==> config.mk <==
export PLATFORM = sky130hd
export DESIGN_NAME = sensor_i2c_slave
export DESIGN_NICKNAME = d
export VERILOG_FILES = /design/src/rtl/sensor_i2c_slave_pkg.sv /design/src/rtl/sensor_i2c_slave_in_filter.sv /design/src/rtl/sensor_i2c_slave.sv
export SDC_FILE = /design/constraint.sdc
export NUM_CORES = 1
export LEC_CHECK = 0
export ABC_CLOCK_PERIOD_IN_PS = 5800
export BUFFER_PORTS_ARGS = -buffer_cell sky130_fd_sc_hd__buf_2
export CAP_MARGIN = 20
export CORE_AREA = 2 2 98 100
export CTS_CLUSTER_SIZE = 14
export DETAILED_ROUTE_END_ITERATION = 7
export DIE_AREA = 0 0 100 102
export GPL_TIMING_DRIVEN = 0
export PLACE_DENSITY = 0.71
export RECOVER_POWER = 50
export SYNTH_ARGS = -nofsm -noshare
export SYNTH_HDL_FRONTEND = slang
export SYNTH_HIERARCHICAL = 1
export SYNTH_SLANG_ARGS = --single-unit
==> constraint.sdc <==
create_clock -name mclk -period 5.8 [get_ports mclk]
set_clock_uncertainty 0.15 [all_clocks]
set_input_delay 1.16 -clock mclk [delete_from_list [all_inputs] [get_ports mclk]]
set_output_delay 1.16 -clock mclk [all_outputs]
set_load 0.01 [all_outputs]
==> src/rtl/sensor_i2c_slave_pkg.sv <==
// ---------------------------------------------------------------------------
// sensor_i2c_slave_pkg
//   Shared definitions for the sensor I2C responder: FSM state encoding,
//   ACK/NACK bus levels, write-word byte phase and the default device address.
// ---------------------------------------------------------------------------
package sensor_i2c_slave_pkg;

    typedef enum logic [3:0] {
        ST_IDLE      = 4'd0,
        ST_DEVA      = 4'd1,
        ST_DEVA_ACK  = 4'd2,
        ST_REGA      = 4'd3,
        ST_REGA_ACK  = 4'd4,
        ST_WDAT      = 4'd5,
        ST_WDAT_ACK  = 4'd6,
        ST_RDAT      = 4'd7,
        ST_RDAT_ACK  = 4'd8,
        ST_WAIT_STOP = 4'd9
    } state_t;

    // SDA level seen on the ninth clock of a byte
    localparam logic ACK  = 1'b0;
    localparam logic NACK = 1'b1;

    // Which half of the 16-bit word the current data byte carries
    localparam logic PHASE_MSB = 1'b0;
    localparam logic PHASE_LSB = 1'b1;

    localparam logic [6:0] DEFAULT_SLAVE_ADDR = 7'h48;

endpackage

==> src/rtl/sensor_i2c_slave_in_filter.sv <==
// ---------------------------------------------------------------------------
// i2c_in_filter
//   Conditions one open-drain pad level: 2-flop synchronizer, then a
//   stability filter that only accepts a new level after FILTER_LEN
//   consecutive identical samples, then edge detection on the filtered level.
//   Everything resets to level 1 (idle bus).
//
// Ports
//   clk    in   system clock
//   rst_n  in   asynchronous active-low reset
//   din    in   raw pad level
//   level  out  filtered level
//   rise   out  filtered level went 0->1 (valid the cycle after the change)
//   fall   out  filtered level went 1->0 (valid the cycle after the change)
// ---------------------------------------------------------------------------
module i2c_in_filter #(
    parameter int FILTER_LEN = 3
) (
    input  logic clk,
    input  logic rst_n,
    input  logic din,
    output logic level,
    output logic rise,
    output logic fall
);

    logic [1:0] sync_q;
    logic [3:0] cnt_q;
    logic       level_d;

    always_ff @(posedge clk or negedge rst_n) begin
        if (!rst_n) begin
            sync_q  <= 2'b11;
            cnt_q   <= 4'd0;
            level   <= 1'b1;
            level_d <= 1'b1;
        end else begin
            sync_q  <= {sync_q[0], din};
            level_d <= level;
            // cnt_q counts how many samples in a row disagreed with level;
            // any agreeing sample restarts the run, so short glitches vanish.
            if (sync_q[1] == level) begin
                cnt_q <= 4'd0;
            end else if (cnt_q == 4'(FILTER_LEN - 1)) begin
                level <= sync_q[1];
                cnt_q <= 4'd0;
            end else begin
                cnt_q <= cnt_q + 4'd1;
            end
        end
    end

    assign rise = level & ~level_d;
    assign fall = ~level & level_d;

endmodule

==> src/rtl/sensor_i2c_slave.sv <==
// ---------------------------------------------------------------------------
// sensor_i2c_slave
//   I2C responder emulating a sensor register port. 7-bit device address,
//   8-bit register address, 16-bit data words sent MSB byte first, register
//   address auto-increments after every word. Register storage is external.
//
//   Register-file strobes: reg_we and reg_re are single-cycle pulses with no
//   back-pressure. reg_wdata/reg_addr are valid in the reg_we cycle; for a
//   read, reg_addr is valid in the reg_re cycle and reg_rdata is sampled two
//   cycles after reg_re rose.
//
// Ports
//   mclk        in   system clock
//   mrst        in   asynchronous active-low reset
//   scl_in      in   SCL pad level
//   sda_in      in   SDA pad level
//   sda_out     out  constant 0 (open-drain data)
//   sda_en      out  1 = pull SDA low
//   reg_addr    out  current register address
//   reg_wdata   out  write data, valid with reg_we
//   reg_we      out  one-cycle write strobe
//   reg_re      out  one-cycle read-fetch strobe
//   reg_rdata   in   read data
//   busy        out  START accepted and no STOP/reset since
//   addressed   out  current transaction matched SLAVE_ADDR
//   debug_state out  FSM state (state_t encoding)
// ---------------------------------------------------------------------------
module sensor_i2c_slave
    import sensor_i2c_slave_pkg::*;
#(
    parameter logic [6:0] SLAVE_ADDR = DEFAULT_SLAVE_ADDR,
    parameter int         FILTER_LEN = 3,
    parameter int         SDA_HOLD   = 2
) (
    input  logic        mclk,
    input  logic        mrst,
    input  logic        scl_in,
    input  logic        sda_in,
    output logic        sda_out,
    output logic        sda_en,
    output logic [7:0]  reg_addr,
    output logic [15:0] reg_wdata,
    output logic        reg_we,
    output logic        reg_re,
    input  logic [15:0] reg_rdata,
    output logic        busy,
    output logic        addressed,
    output logic [3:0]  debug_state
);

    // -----------------------------------------------------------------------
    // Input conditioning
    // -----------------------------------------------------------------------
    logic scl_f, scl_rise, scl_fall;
    logic sda_f, sda_rise, sda_fall;

    i2c_in_filter #(.FILTER_LEN(FILTER_LEN)) u_scl_filter (
        .clk   (mclk),
        .rst_n (mrst),
        .din   (scl_in),
        .level (scl_f),
        .rise  (scl_rise),
        .fall  (scl_fall)
    );

    i2c_in_filter #(.FILTER_LEN(FILTER_LEN)) u_sda_filter (
        .clk   (mclk),
        .rst_n (mrst),
        .din   (sda_in),
        .level (sda_f),
        .rise  (sda_rise),
        .fall  (sda_fall)
    );

    logic start_cond;
    logic stop_cond;

    assign start_cond = sda_fall & scl_f;
    assign stop_cond  = sda_rise & scl_f;

    // -----------------------------------------------------------------------
    // State and datapath registers
    // -----------------------------------------------------------------------
    state_t      state_q, state_next;
    logic [2:0]  bit_cnt;
    logic [15:0] shreg;
    logic [7:0]  msb_q;
    logic        phase_q;
    logic        rw_q;
    logic        re_d1;
    logic [3:0]  hold_cnt;

    logic [7:0]  rx_byte;
    logic        last_bit;

    // Byte as it stands once the bit on this rising edge is shifted in
    assign rx_byte  = {shreg[6:0], sda_f};
    assign last_bit = (bit_cnt == 3'd7);

    // FSM control strobes
    logic shift_rx, shift_tx;
    logic addr_load, addr_inc;
    logic we_set, re_set;
    logic msb_store, match_set;
    logic phase_clr, phase_tog;
    logic drive_target;

    always_ff @(posedge mclk or negedge mrst) begin
        if (!mrst) begin
            state_q <= ST_IDLE;
        end else begin
            state_q <= state_next;
        end
    end

    // START/STOP outrank any bit event seen in the same cycle.
    always_comb begin
        state_next = state_q;
        shift_rx   = 1'b0;
        shift_tx   = 1'b0;
        addr_load  = 1'b0;
        addr_inc   = 1'b0;
        we_set     = 1'b0;
        re_set     = 1'b0;
        msb_store  = 1'b0;
        match_set  = 1'b0;
        phase_clr  = 1'b0;
        phase_tog  = 1'b0;

        if (start_cond) begin
            state_next = ST_DEVA;
        end else if (stop_cond) begin
            state_next = ST_IDLE;
        end else if (scl_rise) begin
            case (state_q)
                ST_DEVA: begin
                    shift_rx = 1'b1;
                    if (last_bit) begin
                        if (rx_byte[7:1] == SLAVE_ADDR) begin
                            state_next = ST_DEVA_ACK;
                            match_set  = 1'b1;
                            phase_clr  = 1'b1;
                            re_set     = rx_byte[0];
                        end else begin
                            state_next = ST_WAIT_STOP;
                        end
                    end
                end
                ST_DEVA_ACK: begin
                    state_next = rw_q ? ST_RDAT : ST_REGA;
                end
                ST_REGA: begin
                    shift_rx = 1'b1;
                    if (last_bit) begin
                        addr_load  = 1'b1;
                        state_next = ST_REGA_ACK;
                    end
                end
                ST_REGA_ACK: begin
                    state_next = ST_WDAT;
                    phase_clr  = 1'b1;
                end
                ST_WDAT: begin
                    shift_rx = 1'b1;
                    if (last_bit) begin
                        state_next = ST_WDAT_ACK;
                        if (phase_q == PHASE_MSB) begin
                            msb_store = 1'b1;
                        end else begin
                            we_set = 1'b1;
                        end
                    end
                end
                ST_WDAT_ACK: begin
                    state_next = ST_WDAT;
                    phase_tog  = 1'b1;
                end
                ST_RDAT: begin
                    shift_tx = 1'b1;
                    if (last_bit) begin
                        state_next = ST_RDAT_ACK;
                    end
                end
                ST_RDAT_ACK: begin
                    if (sda_f == ACK) begin
                        state_next = ST_RDAT;
                        phase_tog  = 1'b1;
                        // Word fully sent: advance and fetch the next one
                        if (phase_q == PHASE_LSB) begin
                            addr_inc = 1'b1;
                            re_set   = 1'b1;
                        end
                    end else begin
                        state_next = ST_WAIT_STOP;
                    end
                end
                default: begin
                    state_next = state_q;
                end
            endcase
        end
    end

    // Level SDA should take once the post-falling-edge hold expires. It is
    // evaluated against the state entered on the preceding rising edge.
    always_comb begin
        drive_target = 1'b0;
        case (state_q)
            ST_DEVA_ACK, ST_REGA_ACK, ST_WDAT_ACK: drive_target = 1'b1;
            ST_RDAT:                               drive_target = ~shreg[15];
            default:                               drive_target = 1'b0;
        endcase
    end

    always_ff @(posedge mclk or negedge mrst) begin
        if (!mrst) begin
            bit_cnt   <= 3'd0;
            shreg     <= 16'd0;
            msb_q     <= 8'd0;
            phase_q   <= PHASE_MSB;
            rw_q      <= 1'b0;
            re_d1     <= 1'b0;
            hold_cnt  <= 4'd0;
            sda_en    <= 1'b0;
            reg_addr  <= 8'd0;
            reg_wdata <= 16'd0;
            reg_we    <= 1'b0;
            reg_re    <= 1'b0;
            addressed <= 1'b0;
        end else begin
            reg_we <= we_set;
            reg_re <= re_set;
            re_d1  <= reg_re;

            if (start_cond) begin
                bit_cnt <= 3'd0;
            end else if (shift_rx || shift_tx) begin
                bit_cnt <= bit_cnt + 3'd1;
            end

            // Read data lands two cycles after reg_re, well inside SCL high
            if (re_d1) begin
                shreg <= reg_rdata;
            end else if (shift_rx) begin
                shreg[7:0] <= rx_byte;
            end else if (shift_tx) begin
                shreg <= {shreg[14:0], 1'b0};
            end

            if (msb_store) begin
                msb_q <= rx_byte;
            end
            if (we_set) begin
                reg_wdata <= {msb_q, rx_byte};
            end

            // reg_we is already high here, so this bumps the address on the
            // cycle after the strobe.
            if (addr_load) begin
                reg_addr <= rx_byte;
            end else if (addr_inc || reg_we) begin
                reg_addr <= reg_addr + 8'd1;
            end

            if (match_set) begin
                rw_q <= rx_byte[0];
            end

            if (phase_clr) begin
                phase_q <= PHASE_MSB;
            end else if (phase_tog) begin
                phase_q <= ~phase_q;
            end

            if (start_cond || stop_cond) begin
                addressed <= 1'b0;
            end else if (match_set) begin
                addressed <= 1'b1;
            end

            // SDA only changes SDA_HOLD cycles after SCL falls, except that
            // START/STOP release it immediately.
            if (start_cond || stop_cond) begin
                hold_cnt <= 4'd0;
                sda_en   <= 1'b0;
            end else if (scl_fall) begin
                hold_cnt <= 4'(SDA_HOLD);
            end else if (hold_cnt != 4'd0) begin
                hold_cnt <= hold_cnt - 4'd1;
                if (hold_cnt == 4'd1) begin
                    sda_en <= drive_target;
                end
            end
        end
    end

    assign sda_out     = 1'b0;
    assign busy        = (state_q != ST_IDLE);
    assign debug_state = state_q;

endmodule

==> flow_summary.html, run 1 <==
<table>
<tr><th>Metric</th><th>Value</th></tr>
<tr><th colspan="2">Setup path</th></tr>
<tr><td>Register-to-Register Setup Slack</td><td>between 2 and 3 ns</td></tr>
<tr><td>Largest fanout on the critical path</td><td>14</td></tr>
<tr><td>Endpoint required time on the critical path</td><td>5.88 ns</td></tr>
<tr><td>Crit end category</td><td>register</td></tr>
<tr><td>Startpoint types</td><td>register</td></tr>
<tr><td>WS Path Type</td><td>register to register</td></tr>
<tr><td>Arrival time reported for the critical path endpoint</td><td>3.10 ns</td></tr>
<tr><th colspan="2">CTS</th></tr>
<tr><td>TritonCTS Buffers</td><td>9</td></tr>
<tr><td>Post-CTS Hold Fix Bufs</td><td>0</td></tr>
<tr><td>Cells resized by post-CTS repair</td><td>0</td></tr>
<tr><td>Number of post-CTS setup repair buffers</td><td>0</td></tr>
<tr><td>Sinks on the clock net</td><td>between 80 and 90</td></tr>
<tr><td>TritonCTS clock tree</td><td>built</td></tr>
<tr><td>Clock edge transition at the registers on the reported setup and hold paths</td><td>around 0.090 ns</td></tr>
<tr><td>Number of H-tree branching levels</td><td>3</td></tr>
<tr><td>Buffer cell driving the clock tree root</td><td>clkbuf_8</td></tr>
<tr><td>Maximum buffer depth of the clock tree</td><td>2</td></tr>
<tr><td>Worst-skew pair later-pin latency</td><td>0.35 ns</td></tr>
<tr><th colspan="2">Route</th></tr>
<tr><td>Wirelength per Cell</td><td>16.0 µm</td></tr>
<tr><td>Routed via count divided by cell count</td><td>5.65</td></tr>
<tr><td>Number of nets with antenna violations after routing</td><td>0</td></tr>
<tr><td>1st-iter DRT viols</td><td>154</td></tr>
<tr><td>Total number of vias</td><td>3010</td></tr>
<tr><td>Number of detailed-routing iterations run before antenna repair</td><td>6</td></tr>
<tr><td>DR DRC count</td><td>0</td></tr>
<tr><td>Aggregate routed wire length</td><td>between 8000 and 9000 µm</td></tr>
<tr><th colspan="2">Placement</th></tr>
<tr><td>Detailed Place HPWL</td><td>about 6100 µm</td></tr>
<tr><td>Count of buffers inserted at the top-level ports</td><td>52</td></tr>
<tr><td>GPL Wtd Cong</td><td>approximately 0.85</td></tr>
<tr><td>Placed inst area</td><td>4430 µm²</td></tr>
<tr><th colspan="2">STA</th></tr>
<tr><td>Measured slew at the worst slew-check pin</td><td>roughly 2.2 ns</td></tr>
<tr><td>Min Tclk post-route</td><td>3.01 ns</td></tr>
<tr><td>Final max-slew violation count</td><td>40</td></tr>
<tr><td>Setup repair after global routing missed its margin</td><td>false</td></tr>
<tr><td>Normalized max-slew margin</td><td>-43.4%</td></tr>
<tr><td>Setup total negative slack</td><td>0 ns</td></tr>
<tr><td>Setup violation total in the final timing report</td><td>0</td></tr>
<tr><td>Post-route clock period utilization</td><td>between 50% and 60%</td></tr>
<tr><td>Final hold violation count</td><td>0</td></tr>
<tr><td>Peak clock frequency supported by timing</td><td>~330 MHz</td></tr>
<tr><th colspan="2">GRT</th></tr>
<tr><td>Maximum number of pins on one net before global-route repair</td><td>44</td></tr>
<tr><td>Global-route congestion overflow total</td><td>0</td></tr>
<tr><td>Wire length of the first global-routing pass</td><td>14200 µm</td></tr>
<tr><td>Antenna violations before repair</td><td>0</td></tr>
<tr><td>Via count of the first global-routing pass</td><td>between 2000 and 3000</td></tr>
<tr><td>GRT Overall Usage</td><td>17.5%</td></tr>
<tr><th colspan="2">Finish</th></tr>
<tr><td>Final net count</td><td>approximately 450</td></tr>
<tr><td>Ratio of cells with drive above 1 in the final layout</td><td>a little over a quarter</td></tr>
<tr><td>ANT cells</td><td>0</td></tr>
<tr><td>Area growth from synthesis to layout</td><td>16.7%</td></tr>
<tr><td>Commonest cells after routing, fill and taps aside</td><td>dfrtp_1, buf_2, nand2_1</td></tr>
<tr><td>Leading cell type in the layout, fill and taps excluded</td><td>dfrtp_1</td></tr>
<tr><td>Final design area excluding fillers</td><td>4680 µm²</td></tr>
<tr><th colspan="2">Pwr</th></tr>
<tr><td>Total power divided by cell area</td><td>371 nW/µm²</td></tr>
<tr><td>Lkg Pwr</td><td>2.30 nW</td></tr>
<tr><td>Worst vdd ir</td><td>0.000174 V</td></tr>
<tr><th colspan="2">Die</th></tr>
<tr><td>Placement row count</td><td>35</td></tr>
<tr><td>Floorplan core area</td><td>9110 µm²</td></tr>
<tr><td># IOs</td><td>54</td></tr>
<tr><td>Chip height</td><td>102 µm</td></tr>
<tr><td>Die area</td><td>10200 µm²</td></tr>
<tr><td>Initial core utilization</td><td>44.1%</td></tr>
<tr><td>Width of the chip</td><td>100 µm</td></tr>
<tr><th colspan="2">Logic synthesis</th></tr>
<tr><td>Adder-cell area share of the yosys netlist</td><td>roughly 2.8%</td></tr>
<tr><td>Number of synthesized register bits</td><td>82</td></tr>
<tr><td>Async set-or-reset flop fraction in the synthesized netlist</td><td>100%</td></tr>
<tr><td>Simple-gate share of the synthesized area</td><td>16.1%</td></tr>
<tr><td>Nets in the synthesized netlist</td><td>382</td></tr>
<tr><td>Share of the synthesized area in compound gates (AO/OA/AOI/OAI)</td><td>10.7%</td></tr>
<tr><td>Proportion of synthesized chip area in sequential cells</td><td>51.4%</td></tr>
<tr><td>Post-synthesis cell type count</td><td>59</td></tr>
<tr><td>Main synth FF type</td><td>dfrtp_1</td></tr>
<tr><td>Largest family of logic cells by synthesized area</td><td>simple AND/OR/NAND/NOR gates</td></tr>
<tr><td>Number of flops mapped to enable cells by yosys</td><td>0</td></tr>
<tr><td>Synth Instances</td><td>353</td></tr>
<tr><td>Warnings from Yosys</td><td>6</td></tr>
<tr><td>Xor and xnor area share after synthesis</td><td>2.84%</td></tr>
<tr><td>Avg Cell Area, Syn</td><td>11.4 µm²</td></tr>
<tr><td>Summed instance area of the synthesized netlist</td><td>roughly 4000 µm²</td></tr>
<tr><td>Post-synthesis mux area share</td><td>13.3%</td></tr>
<tr><th colspan="2">Run</th></tr>
<tr><td>Number of maximum-capacitance violations</td><td>1</td></tr>
<tr><th colspan="2">Run status</th></tr>
<tr><td>Status</td><td>complete, but fails checks</td></tr>
<tr><td>Failing checks</td><td>capacitance limit, slew limit</td></tr>
<tr><th colspan="2">Hold path</th></tr>
<tr><td>Class of the most critical hold timing path</td><td>register to register</td></tr>
</table>
## where the power goes
group / leakage [nW] / internal (mW) / switching (mW)
sequential: 1.03 / 0.664 / 0.118
combinational: 1.15 / 0.187 / 0.258
clock: 0.122 / 0.290 / 0.218
total: 2.30 / 1.14 / 0.594
## cell usage after synthesis, drive strengths merged, types with 9 or more instances
cell,number,area share [%]
dfrtp,74,46
mux2,28,7.9
ha,9,2.8
o21ai,26,3.2
inv,11,1.0
a21oi,10,1.2
nand3,10,1.2
nand2,28,2.6
nor2b,9,1.4
nor2,18,1.8
mux2i,22,5.5
## kinds of logic (layout without fill, tap and decap cells)
logic type / after synthesis / count (layout)
xor+xnor: 13 / 13
mux: 50 / 50
compound gates: 63 / 63
other cells: 1 / 1
fa+ha+maj: 9 / 9
buf+inv: 25 / 94
simple gates: 110 / 110
flops: 82 / 82
## final cells by class
| cell class | count | area (µm²) |
|---|---|---|
| repair buffers | 53 | 279 |
| well taps | 111 | 139 |
| inverters | 11 | 41.3 |
| plain buffers | 14 | 70.1 |
| clock buffers | 9 | 124 |
| multi-input cells | 246 | 1840 |
| clock inverters | 7 | 126 |
| flip-flops and latches | 82 | 2060 |
| fillers | 828 | 4430 |
## stage by stage
step / util, % / hold slack (ns) / std cells / setup slack, ns / total power [mW]
after floorplan: - / 0.195 / 353 / 3.49 / 1.09
after global placement: 48.4 / 0.196 / 516 / 2.79 / 1.21
after detailed placement: 48.7 / 0.197 / 517 / 3.04 / 1.24
after CTS: 51.4 / 0.209 / 533 / 2.86 / 1.75
after global routing: 51.4 / 0.213 / 533 / 2.49 / 1.84
final: 51.4 / 0.208 / 533 / 2.79 / 1.74
## worst max-delay path, stage by stage, from the launching register on
cell	delay [ns]
dfstp_1	0.93
nor2b_1	0.25
o21a_1	0.35
nor3_2	0.31
nand4_2	0.29
buf_2	0.29
mux2_1	0.33
## worst paths after layout
| check | cells past startpoint | to | startpoint |
|---|---|---|---|
| max in group asynchronous | 1 | reg_re | mrst |
| min in group asynchronous | 1 | debug_state[2] | mrst |
| worst min-delay path | 0 | u_sda_filter/sync_q[1] | u_sda_filter/sync_q[0] |
| worst max register to register | 6 | reg_wdata[0] | u_sda_filter/level |
| worst min register to register | 0 | u_sda_filter/sync_q[1] | u_sda_filter/sync_q[0] |
| worst max-delay path | 6 | reg_wdata[0] | u_sda_filter/level |
## routing by layer
metal / vias up / track usage, % / share of wire, %
met5: - / 0 / 0
met4: 0 / 6.43 / 1.1
met3: 12 / 2.80 / 4.7
met2: 98 / 27.4 / 48
met1: 1491 / 24.7 / 46
li1: 1409 / - / -
## flip-flops by register name, summed over array words and instances (netlist names), 2 cells and up
register	cells
hold_cnt	4
reg_addr	8
u_scl_filter/cnt_q	4
u_sda_filter/cnt_q	4
u_sda_filter/sync_q	2
debug_state	4
shreg	16
u_scl_filter/sync_q	2
msb_q	8
reg_wdata	16
bit_cnt	3
Note: power is estimated with default switching activity, not from simulation.
==> run 2, diff against run 1 <==
- ABC_CLOCK_PERIOD_IN_PS: 5800 -> 2700
- PLACE_DENSITY: 0.71 -> 0.73
- clock period: 5.8 -> 2.7 ns (I/O delays scaled with it)
==> run 2 against run 1 <==
The flow now finishes without violations. Final cell count is the same. Global-route usage is 0.076 points higher. Combinational power increased by 120%. Utilization shrank 0.37 points. Routed wire length is 2.0% lower. Hold slack lost 0.065 ns. Register-to-register slack got worse by 2.6 ns. Sequential power increased by 120%. Sequential cell count did not move. Die area did not move. Critical path depth did not move. Critical endpoint is now msb_q[7]. Largest cell class unchanged.
==> flow_summary.html, run 2 (same netlist as run 1, synthesis figures left out) <==
<table>
<tr><th>Metric</th><th>Value</th></tr>
<tr><th colspan="2">Finish</th></tr>
<tr><td>ANT cells</td><td>0</td></tr>
<tr><td>Final net count</td><td>about 450</td></tr>
<tr><td>Commonest cells after routing, fill and taps aside</td><td>dfrtp_1, buf_2, nand2_1</td></tr>
<tr><td>Ratio of cells with drive above 1 in the final layout</td><td>28.4%</td></tr>
<tr><td>Leading cell type in the layout, fill and taps excluded</td><td>dfrtp_1</td></tr>
<tr><td>Count of non-filler cells in the finished layout</td><td>533</td></tr>
<tr><td>Registers with the most flip-flops</td><td>reg_wdata: 16 flops, shreg: 16 flops</td></tr>
<tr><td>Area growth from synthesis to layout</td><td>15.8%</td></tr>
<tr><th colspan="2">Run</th></tr>
<tr><td>Number of maximum-capacitance violations</td><td>0</td></tr>
<tr><th colspan="2">Hold path</th></tr>
<tr><td>Hold Path End</td><td>u_sda_filter/sync_q[0]</td></tr>
<tr><td>Instance count along the most critical hold path</td><td>1</td></tr>
<tr><td>Class of the most critical hold timing path</td><td>input pin to register</td></tr>
<tr><td>Launch point of the worst hold path</td><td>sda_in</td></tr>
<tr><th colspan="2">Route</th></tr>
<tr><td>1st-iter DRT viols</td><td>226</td></tr>
<tr><td>Number of detailed-routing iterations run before antenna repair</td><td>4</td></tr>
<tr><td>Wirelength per Cell</td><td>roughly 16 µm</td></tr>
<tr><td>Number of nets with antenna violations after routing</td><td>0</td></tr>
<tr><td>DR DRC count</td><td>0</td></tr>
<tr><td>Total number of vias</td><td>between 3000 and 4000</td></tr>
<tr><td>Aggregate routed wire length</td><td>8380 µm</td></tr>
<tr><td>Routed via count divided by cell count</td><td>5.64</td></tr>
<tr><th colspan="2">STA</th></tr>
<tr><td>PnR worst setup slack</td><td>0.163 ns</td></tr>
<tr><td>Setup violation total in the final timing report</td><td>0</td></tr>
<tr><td>Final hold violation count</td><td>0</td></tr>
<tr><td>Min Tclk post-route</td><td>2.54 ns</td></tr>
<tr><td>Peak clock frequency supported by timing</td><td>394 MHz</td></tr>
<tr><td>Final max-slew violation count</td><td>0</td></tr>
<tr><td>Setup repair after global routing missed its margin</td><td>false</td></tr>
<tr><td>Setup total negative slack</td><td>0 ns</td></tr>
<tr><td>Normalized max-slew margin</td><td>34.9%</td></tr>
<tr><td>Post-route clock period utilization</td><td>94.0%</td></tr>
<tr><td>Measured slew at the worst slew-check pin</td><td>0.977 ns</td></tr>
<tr><th colspan="2">Placement</th></tr>
<tr><td>Placement Setup Slack</td><td>-0.0391 ns</td></tr>
<tr><td>Placed Instances</td><td>517</td></tr>
<tr><td>Detailed Place HPWL</td><td>6000 µm</td></tr>
<tr><td>Count of buffers inserted at the top-level ports</td><td>52</td></tr>
<tr><td>GPL Wtd Cong</td><td>roughly 0.88</td></tr>
<tr><th colspan="2">GRT</th></tr>
<tr><td>Antenna violations before repair</td><td>0</td></tr>
<tr><td>Global-route congestion overflow total</td><td>0</td></tr>
<tr><td>Maximum number of pins on one net before global-route repair</td><td>75</td></tr>
<tr><td>Wire length of the first global-routing pass</td><td>roughly 14000 µm</td></tr>
<tr><td>GRT Overall Usage</td><td>about 18%</td></tr>
<tr><td>Via count of the first global-routing pass</td><td>2910</td></tr>
<tr><th colspan="2">CTS</th></tr>
<tr><td>Buffer cell driving the clock tree root</td><td>clkbuf_8</td></tr>
<tr><td>TritonCTS Buffers</td><td>9</td></tr>
<tr><td>Sinks on the clock net</td><td>between 80 and 90</td></tr>
<tr><td>Maximum buffer depth of the clock tree</td><td>2</td></tr>
<tr><td>Clock edge transition at the registers on the reported setup and hold paths</td><td>0.09 ns</td></tr>
<tr><td>Number of post-CTS setup repair buffers</td><td>0</td></tr>
<tr><td>TritonCTS clock tree</td><td>built</td></tr>
<tr><td>Worst-skew pair later-pin latency</td><td>0.35 ns</td></tr>
<tr><td>Number of H-tree branching levels</td><td>3</td></tr>
<tr><th colspan="2">Pwr</th></tr>
<tr><td>Total power</td><td>about 3.5 mW</td></tr>
<tr><td>Worst vdd ir</td><td>0.000401 V</td></tr>
<tr><td>Lkg Pwr</td><td>~2.3 nW</td></tr>
<tr><td>Total power divided by cell area</td><td>764 nW/µm²</td></tr>
<tr><th colspan="2">Setup path</th></tr>
<tr><td>Worst reg2reg endpoint</td><td>msb_q[7]</td></tr>
<tr><td>Register-to-Register Setup Slack</td><td>0.16 ns</td></tr>
<tr><td>Startpoint types</td><td>register</td></tr>
<tr><td>Endpoint required time on the critical path</td><td>around 2.8 ns</td></tr>
<tr><td>WS Path Type</td><td>register to register</td></tr>
<tr><td>Crit end category</td><td>register</td></tr>
<tr><td>Arrival time reported for the critical path endpoint</td><td>~2.6 ns</td></tr>
<tr><td>R2r startpoint</td><td>u_sda_filter/level</td></tr>
<tr><td>Depth of the worst register-to-register path</td><td>6</td></tr>
<tr><td>Largest fanout on the critical path</td><td>14</td></tr>
<tr><th colspan="2">Die</th></tr>
<tr><td>Floorplan core area</td><td>9110 µm²</td></tr>
<tr><td>Chip height</td><td>102 µm</td></tr>
<tr><td>Die area</td><td>10200 µm²</td></tr>
<tr><td>Initial core utilization</td><td>between 40% and 50%</td></tr>
<tr><td>Width of the chip</td><td>approximately 100 µm</td></tr>
<tr><td># IOs</td><td>54</td></tr>
<tr><td>Placement row count</td><td>35</td></tr>
<tr><th colspan="2">Run status</th></tr>
<tr><td>Status</td><td>completed</td></tr>
</table>
==> run 2: changes by cell type in the layout (fill, tap and decap cells not counted), sizes merged <==
cell         change
buf              -1
bufinv           -2
clkbuf           +1
clkinv           +1
dlygate4sd3      +1
==> run 2: layout make-up <==
cell class | count | area [µm²]
buffer | 14 | 71.3
clock buffer | 9 | 124
clock inverter | 6 | 67.6
fill | 829 | 4460
inverter | 11 | 41.3
multi-input combinational | 246 | 1860
sequential | 82 | 2070
tap | 111 | 139
timing repair buffer | 54 | 277
==> run 2: worst max-delay path, cell delays in order (launching register included) <==
cell      delay [ns]
dfstp_4         0.74
nor2b_1         0.15
o21a_2          0.30
nor3_4          0.26
buf_4           0.26
nand4b_4        0.21
mux2_1          0.36
==> run 2: how the worst max path moves through the flow <==
stage,start,to,slack [ns],cells after the start
floorplan,u_scl_filter/level,reg_wdata[0],0.43,6
global placement,u_sda_filter/level,reg_wdata[2],0.009,6
detailed placement,u_sda_filter/level,reg_wdata[1],-0.04,6
CTS,u_sda_filter/level,reg_wdata[1],0.03,6
global route,u_sda_filter/level,reg_addr[7],0.03,6
finish,u_sda_filter/level,msb_q[7],0.16,6
==> run 2: stage by stage <==
step	util [%]	hold WS (ns)	instance area (µm²)
2_1_floorplan	-	0.0944	4010
3_3_place_gp	48.4	0.197	4410
3_5_place_dp	48.8	0.198	4440
4_1_cts	51.0	0.128	4650
5_1_grt	51.0	0.124	4650
6_report	51.0	0.143	4650
==> run 2: metal layers <==
| metal | track usage, % | vias to the layer above | part of all wire [%] |
|---|---|---|---|
| met5 | 0 | - | 0 |
| met4 | 5.27 | 0 | 1.3 |
| met3 | 3.01 | 12 | 5.7 |
| met2 | 28.5 | 95 | 48 |
| met1 | 24.4 | 1492 | 45 |
| li1 | - | 1405 | - |
==> run 2: where the power goes <==
group	leakage, nW	switching, mW	total (mW)	internal, mW
registers	1.04	0.256	1.69	1.44
logic	1.16	0.559	0.975	0.416
clock network	0.0970	0.453	0.880	0.427
total	2.29	1.27	3.55	2.28
==> run 2: repair_timing <==
| action | 4_1_cts | 5_1_grt |
|---|---|---|
| setup endpoints to repair | 6 | 19 |
| gates resized for setup | 1 | 7 |
| hold buffers | 1 | 0 |
| hold endpoints to repair | 8 | 0 |
